## config.mk

```make
export PLATFORM = sky130hd
export DESIGN_NAME = pulse_stretcher
export DESIGN_NICKNAME = d
export VERILOG_FILES = /design/src/rtl/pulse_stretcher.sv
export SDC_FILE = /design/constraint.sdc
export NUM_CORES = 2
export LEC_CHECK = 0
export ABC_AREA = 1
export BUFFER_PORTS_ARGS = -buffer_cell sky130_fd_sc_hd__buf_2
export CAP_MARGIN = 20
export CELL_PAD_IN_SITES_DETAIL_PLACEMENT = 1
export CELL_PAD_IN_SITES_GLOBAL_PLACEMENT = 1
export CORE_ASPECT_RATIO = 1.2
export CORE_UTILIZATION = 46
export CTS_CLUSTER_DIAMETER = 40
export DETAILED_ROUTE_END_ITERATION = 7
export PLACE_DENSITY_LB_ADDON = 0.2
export SLEW_MARGIN = 20
export SYNTH_ARGS = -nofsm -noshare
export SYNTH_HDL_FRONTEND = slang
export SYNTH_SLANG_ARGS = --single-unit
```

## constraint.sdc

```tcl
create_clock -name CLK -period 20.7 [get_ports CLK]
set_input_delay 2.07 -clock CLK [delete_from_list [all_inputs] [get_ports CLK]]
set_output_delay 2.07 -clock CLK [all_outputs]
set_load 0.01 [all_outputs]
```

## src/rtl/pulse_stretcher.sv

```systemverilog
// Per-lane retriggerable pulse stretcher that makes short event strobes visible on LEDs.
// All lanes share one free-running millisecond tick.
module pulse_stretcher #(
   parameter int FRQ     = 50000000,
   parameter int HOLD_MS = 100,
   parameter int BITS    = 32
) (
   input  logic            CLK,
   input  logic            RESET,
   input  logic [BITS-1:0] DIN,
   output logic [BITS-1:0] DOUT,
   output logic            ACTIVE
);

   localparam int          TICKDIV   = FRQ / 1000;
   localparam logic [31:0] TICK_LAST = 32'(TICKDIV - 1);
   localparam logic [15:0] HOLD_VAL  = 16'(HOLD_MS);

   logic [31:0]            tick_cnt;
   logic                   tick;
   logic [BITS-1:0][15:0]  cnt;
   logic [BITS-1:0][15:0]  cnt_next;

   assign tick = (tick_cnt == TICK_LAST);

   always_ff @(posedge CLK or posedge RESET) begin
      if (RESET) begin
         tick_cnt <= '0;
      end else if (tick) begin
         tick_cnt <= '0;
      end else begin
         tick_cnt <= tick_cnt + 32'd1;
      end
   end

   // A live input reloads the lane even on a tick cycle, so holding DIN high freezes the countdown.
   always_comb begin
      cnt_next = cnt;
      for (int i = 0; i < BITS; i++) begin
         if (DIN[i]) begin
            cnt_next[i] = HOLD_VAL;
         end else if (tick && (cnt[i] != 16'd0)) begin
            cnt_next[i] = cnt[i] - 16'd1;
         end
      end
   end

   // DOUT is registered from the next counter value so it always equals (cnt != 0) without decode glitches.
   always_ff @(posedge CLK or posedge RESET) begin
      if (RESET) begin
         cnt  <= '0;
         DOUT <= '0;
      end else begin
         cnt <= cnt_next;
         for (int i = 0; i < BITS; i++) begin
            DOUT[i] <= (cnt_next[i] != 16'd0);
         end
      end
   end

   assign ACTIVE = |DOUT;

endmodule

```

* Word-level counts from Yosys, hierarchy flattened *
Index checks and enable logic that the tools add are counted.

storage, ports and cells
  register bits after elaboration = 576
  bits of input ports = 34
  output and inout port bits = 33
  logic and storage cells = 230

cells by class
  add/sub/neg operators = 33
  equality and inequality tests = 1
  multiplexer cells = 65
  reduce and logical (&&, ||, !) cells = 97

operators with widths
  kind                   count
  $mux 16                64
  $reduce_bool 16->1     64
  $sub 16x1->16 const B  32
  $add 32x1->32 const B  1
  $eq 32x16->1 const B   1
  $logic_and 1x1->1      32
  $mux 32                1
  $reduce_or 32->1       1

* Longest topological paths before layout *
  word-level depth = 5
  mapped depth = 16
  depth with buffers taken out = 14

* Worst setup path after synthesis *
Ideal clock, no wire load.

  path kind = reg-to-output
  from = register DOUT[25]
  to = output port ACTIVE
  arrival = 1083 ps
  path slack = 17547 ps
  cell stages (with the launch flop) = 4
  cell sequence = dfrtp_1 > nor4_1 > nand4_1 > or2_2

on the way
  longest elaborated chain between the ends = 1

ends and longest elaborated chain
  element                            RTL line  source
  from (decl)                        11        output logic [BITS-1:0] DOUT,
  from (signal, indexed assignment)  56        DOUT[i] <= (cnt_next[i] != 16'd0);
  $reduce_or 32->1                   61        assign ACTIVE = |DOUT;
  to (decl)                          12        output logic ACTIVE

Every way passes these cells.

==> impl_metrics.json <==
{
  "postSynth.asyncResetShare": 1.00,
  "ys_seq_elements": 576,
  "avgSynthCellArea_sq_um": 6.40,
  "finalSetupViolations": 0,
  "power.share.clock": 0.605,
  "grt_antenna_before_repair": 6,
  "power.density_cell_area_nw_per_um2": 64.7,
  "global_route_wire_length_before_repair_microns": 218000,
  "tritoncts_clock_tree": "yes",
  "ff2ff_path_depth": 15,
  "min_to": "tick_cnt[0]$_DFF_PP0_",
  "drt_pass1_iterations": 5,
  "root_buffer": "sky130_fd_sc_hd__clkbuf_16",
  "max_slew.worst_pin.slew_ps": 1020,
  "synth_edf_count": 0,
  "cts.repair.resized": 0,
  "finish.net_count": 6624,
  "portBuffers": 66,
  "drc_marker_count_from_the_first_detailed_route_iteration": 2006,
  "cp-start-kind": "register",
  "postRouteWirelength_microns": 130000,
  "final_core_occ": 0.517,
  "via_count_of_the_first_global_routing_pass": 45054,
  "worstSkewPairLatency_ps": 680,
  "timing.slew.headroom": 0.321,
  "power.share.sequential": 0.377,
  "routed-via-count": 42445,
  "pin_count_of_the_biggest_net_entering_global_routing": 160,
  "regToRegStartpoint": "tick_cnt[0]$_DFF_PP0_",
  "sequential_cell_area_sq_um": 14400,
  "power_report.internal_total_uw": 2260,
  "cp_slowest_cell": "sky130_fd_sc_hd__buf_4",
  "period_share": 0.265,
  "worstPathCellList": "ha_1 > nand3_1 > nor2_1 > nand2_1 > nor2_4 > buf_4 > buf_4 > buf_4 > nand3_1 > nand2_1 > nor2_1 > nor2_1 > nand2_1 > nor2_1 > nand2_1",
  "number_of_placement_rows": 120,
  "gp_congestion": 0.890,
  "route.detailed.drc": 0,
  "area.growth.synth_to_final_pct": 11.3,
  "cts_setup_buffers": 0,
  "final_layout_size_suffix_gt1_frac": 0.0582,
  "power.net_switching_uw": 726,
  "synth_top_cells_by_area": "sky130_fd_sc_hd__dfrtp_1 35%, sky130_fd_sc_hd__nand2_1 22%, sky130_fd_sc_hd__nand3_1 9.4%",
  "top_level_ports": 67,
  "cts_made_buffers": 108,
  "worstHoldPathCells": 1,
  "multi_input_area_sq_um": 24200,
  "status": "completed",
  "die-width_microns": 276,
  "final-instance-count-excl-fill": 7779,
  "hpwl_microns": 89600,
  "floorplan.die_area_sq_um": 91500,
  "vdd.ir_drop.worst_uv": 55.5,
  "worst-setup-path-type": "reg -> reg",
  "regToRegEndpoint": "DOUT[5]$_DFF_PP0_",
  "core-area_sq_um": 89300,
  "number_of_inserted_filler_cells_in_the_final_layout": 12198,
  "synth.yosys.seq_area_share": 0.347,
  "worst_clock_skew_ps": 32.4,
  "rsz0062_at_grt": "false",
  "initial_core_util": 0.465,
  "drt-wirelength-per-cell_microns": 16.7,
  "synthCells": 6490,
  "viasPerCell": 5.46,
  "setup_total_negative_slack_ps": 0,
  "dieHeight_microns": 331,
  "hold_start": "tick_cnt[0]$_DFF_PP0_",
  "clock_tree.buffer_depth": 3,
  "min-delay-path-class": "reg -> reg",
  "synthDistinctLibCells": 34,
  "placedCellCount": 7574,
  "synthesis.area_sq_um": 41500,
  "r2r_setup_slack_ps": 15220,
  "dominantRegCellSynth": "sky130_fd_sc_hd__dfrtp_1",
  "drtAntennaViolNets": 0,
  "p_leak_uw": 0.0231,
  "clock_sink_count": 576,
  "cts-htree-levels": 3,
  "dpl-instance-area_sq_um": 42500,
  "groute.usage.overall": 0.283,
  "grt_overflow": 0,
  "postCtsHoldBufs": 0,
  "cp.arrival_ps": 6030,
  "crit_path_max_fanout": 81,
  "worst_path_clk_slew_ps": 50,
  "maxSlewViolCount": 0,
  "synth-warning-count": 0,
  "finalWorstPathRequiredPeriod_ps": 5480,
  "power_switching_share": 0.243,
  "cp_data_required_time_ps": 21260,
  "synth.top_cell.area_share": 0.347,
  "power.combinational.fraction": 0.018,
  "max-cap-violations": 0,
  "maximum_clock_frequency_ghz": 0.183,
  "net_count_synth": 6589,
  "fin_area_sq_um": 46200,
  "synth_area_leader_cell": "sky130_fd_sc_hd__dfrtp_1",
  "critical_path.max_stage_delay_ps": 920,
  "hold_viol": 0,
  "end_kind": "register",
  "total_power_uw": 2990
}
-- power by group through the flow --
stage	Sequential, uW	Combinational, uW	Clock, uW
4_1_cts	1130	56.1	1840
3_3_place_gp	1150	55.3	0
6_report	1130	54.1	1810
3_5_place_dp	1150	56.0	0
5_1_grt	1130	61.0	1890
2_1_floorplan	1150	31.2	0
-- metrics by stage --
step,hold WS [ps],setup WS [ps]
3_3_place_gp,445,15250
3_5_place_dp,474,15190
2_1_floorplan,433,2520
4_1_cts,481,15280
5_1_grt,513,14870
6_report,478,15220
-- worst max-delay path, delay by kind of cell (launching register included) --
family                   cells  cell delay, ps
buffers and inverters        3            2640
AND/OR/NAND/NOR             11            2000
adder cells (fa/ha/maj)      1             240
flip-flops                   1             370
-- cell usage after synthesis, drive strengths merged (65+ instances only) --
library cell and n:
inv 504, buf 92, a21oi 338, nand3 849
xnor2 65, o21ai 209, dfrtp 576, nor2 977
nand3b 132, nand2 2419, xor2 106, ha 65
-- cells in the final DEF (no fill, tap or decap), drive strengths merged, types with 40 or more instances in the layout --
master  count
dfrtp     576
nand2    2419
clkinv     40
xnor2      65
nand3     849
o21ai     209
clkbuf    119
buf        81
nor2      977
inv       531
xor2      106
a21oi     338
nand3b    132
ha         65
-- per-layer routing --
| metal | vias to the layer above | wire length, microns | track usage |
|---|---|---|---|
| met1 | 20784 | 55300 | 0.330 |
| met5 | - | 26 | 0 |
| met3 | 230 | 3920 | 0.0302 |
| met4 | 4 | 3510 | 0.100 |
| met2 | 573 | 66800 | 0.535 |
| li1 | 20854 | - | - |
-- cells by family (layout without fill, tap and decap cells) --
family / count (synthesis) / in the layout / synth area share
XOR/XNOR: 171 / 171 / 0.0361
AND/OR/NAND/NOR: 4452 / 4452 / 0.460
other: 0 / 3 / 0
buffers and inverters: 677 / 804 / 0.0710
adder cells (fa/ha/maj): 65 / 65 / 0.0196
flip-flops: 576 / 576 / 0.347
AO/OA/AOI/OAI: 549 / 549 / 0.0663
-- state kept, by name, summed over array words and instances (netlist names) --
name / count
DOUT: 32
tick_cnt: 32
cnt: 512
-- final cells by class --
cell class / count / area share
multi-input cells: 5237 / 0.523
flip-flops and latches: 576 / 0.312
clock buffers: 119 / 0.0614
inverters: 521 / 0.0425
well taps: 1159 / 0.0314
clock inverters: 83 / 0.0195
repair buffers: 81 / 0.00986
diodes: 3 / 0.000163
-- worst max-delay path by stage --
stage,startpoint,endpoint,slack (ps),cells past startpoint
3_5_place_dp,RESET,tick_cnt[14]$_DFF_PP0_,15190,5
6_report,tick_cnt[0]$_DFF_PP0_,DOUT[5]$_DFF_PP0_,15220,15
2_1_floorplan,RESET,DOUT[0]$_DFF_PP0_,2520,1
5_1_grt,tick_cnt[0]$_DFF_PP0_,DOUT[2]$_DFF_PP0_,14870,15
3_3_place_gp,RESET,cnt[258]$_DFF_PP0_,15250,5
4_1_cts,tick_cnt[0]$_DFF_PP0_,DOUT[2]$_DFF_PP0_,15280,15
Note: power is estimated with default switching activity, not from simulation.
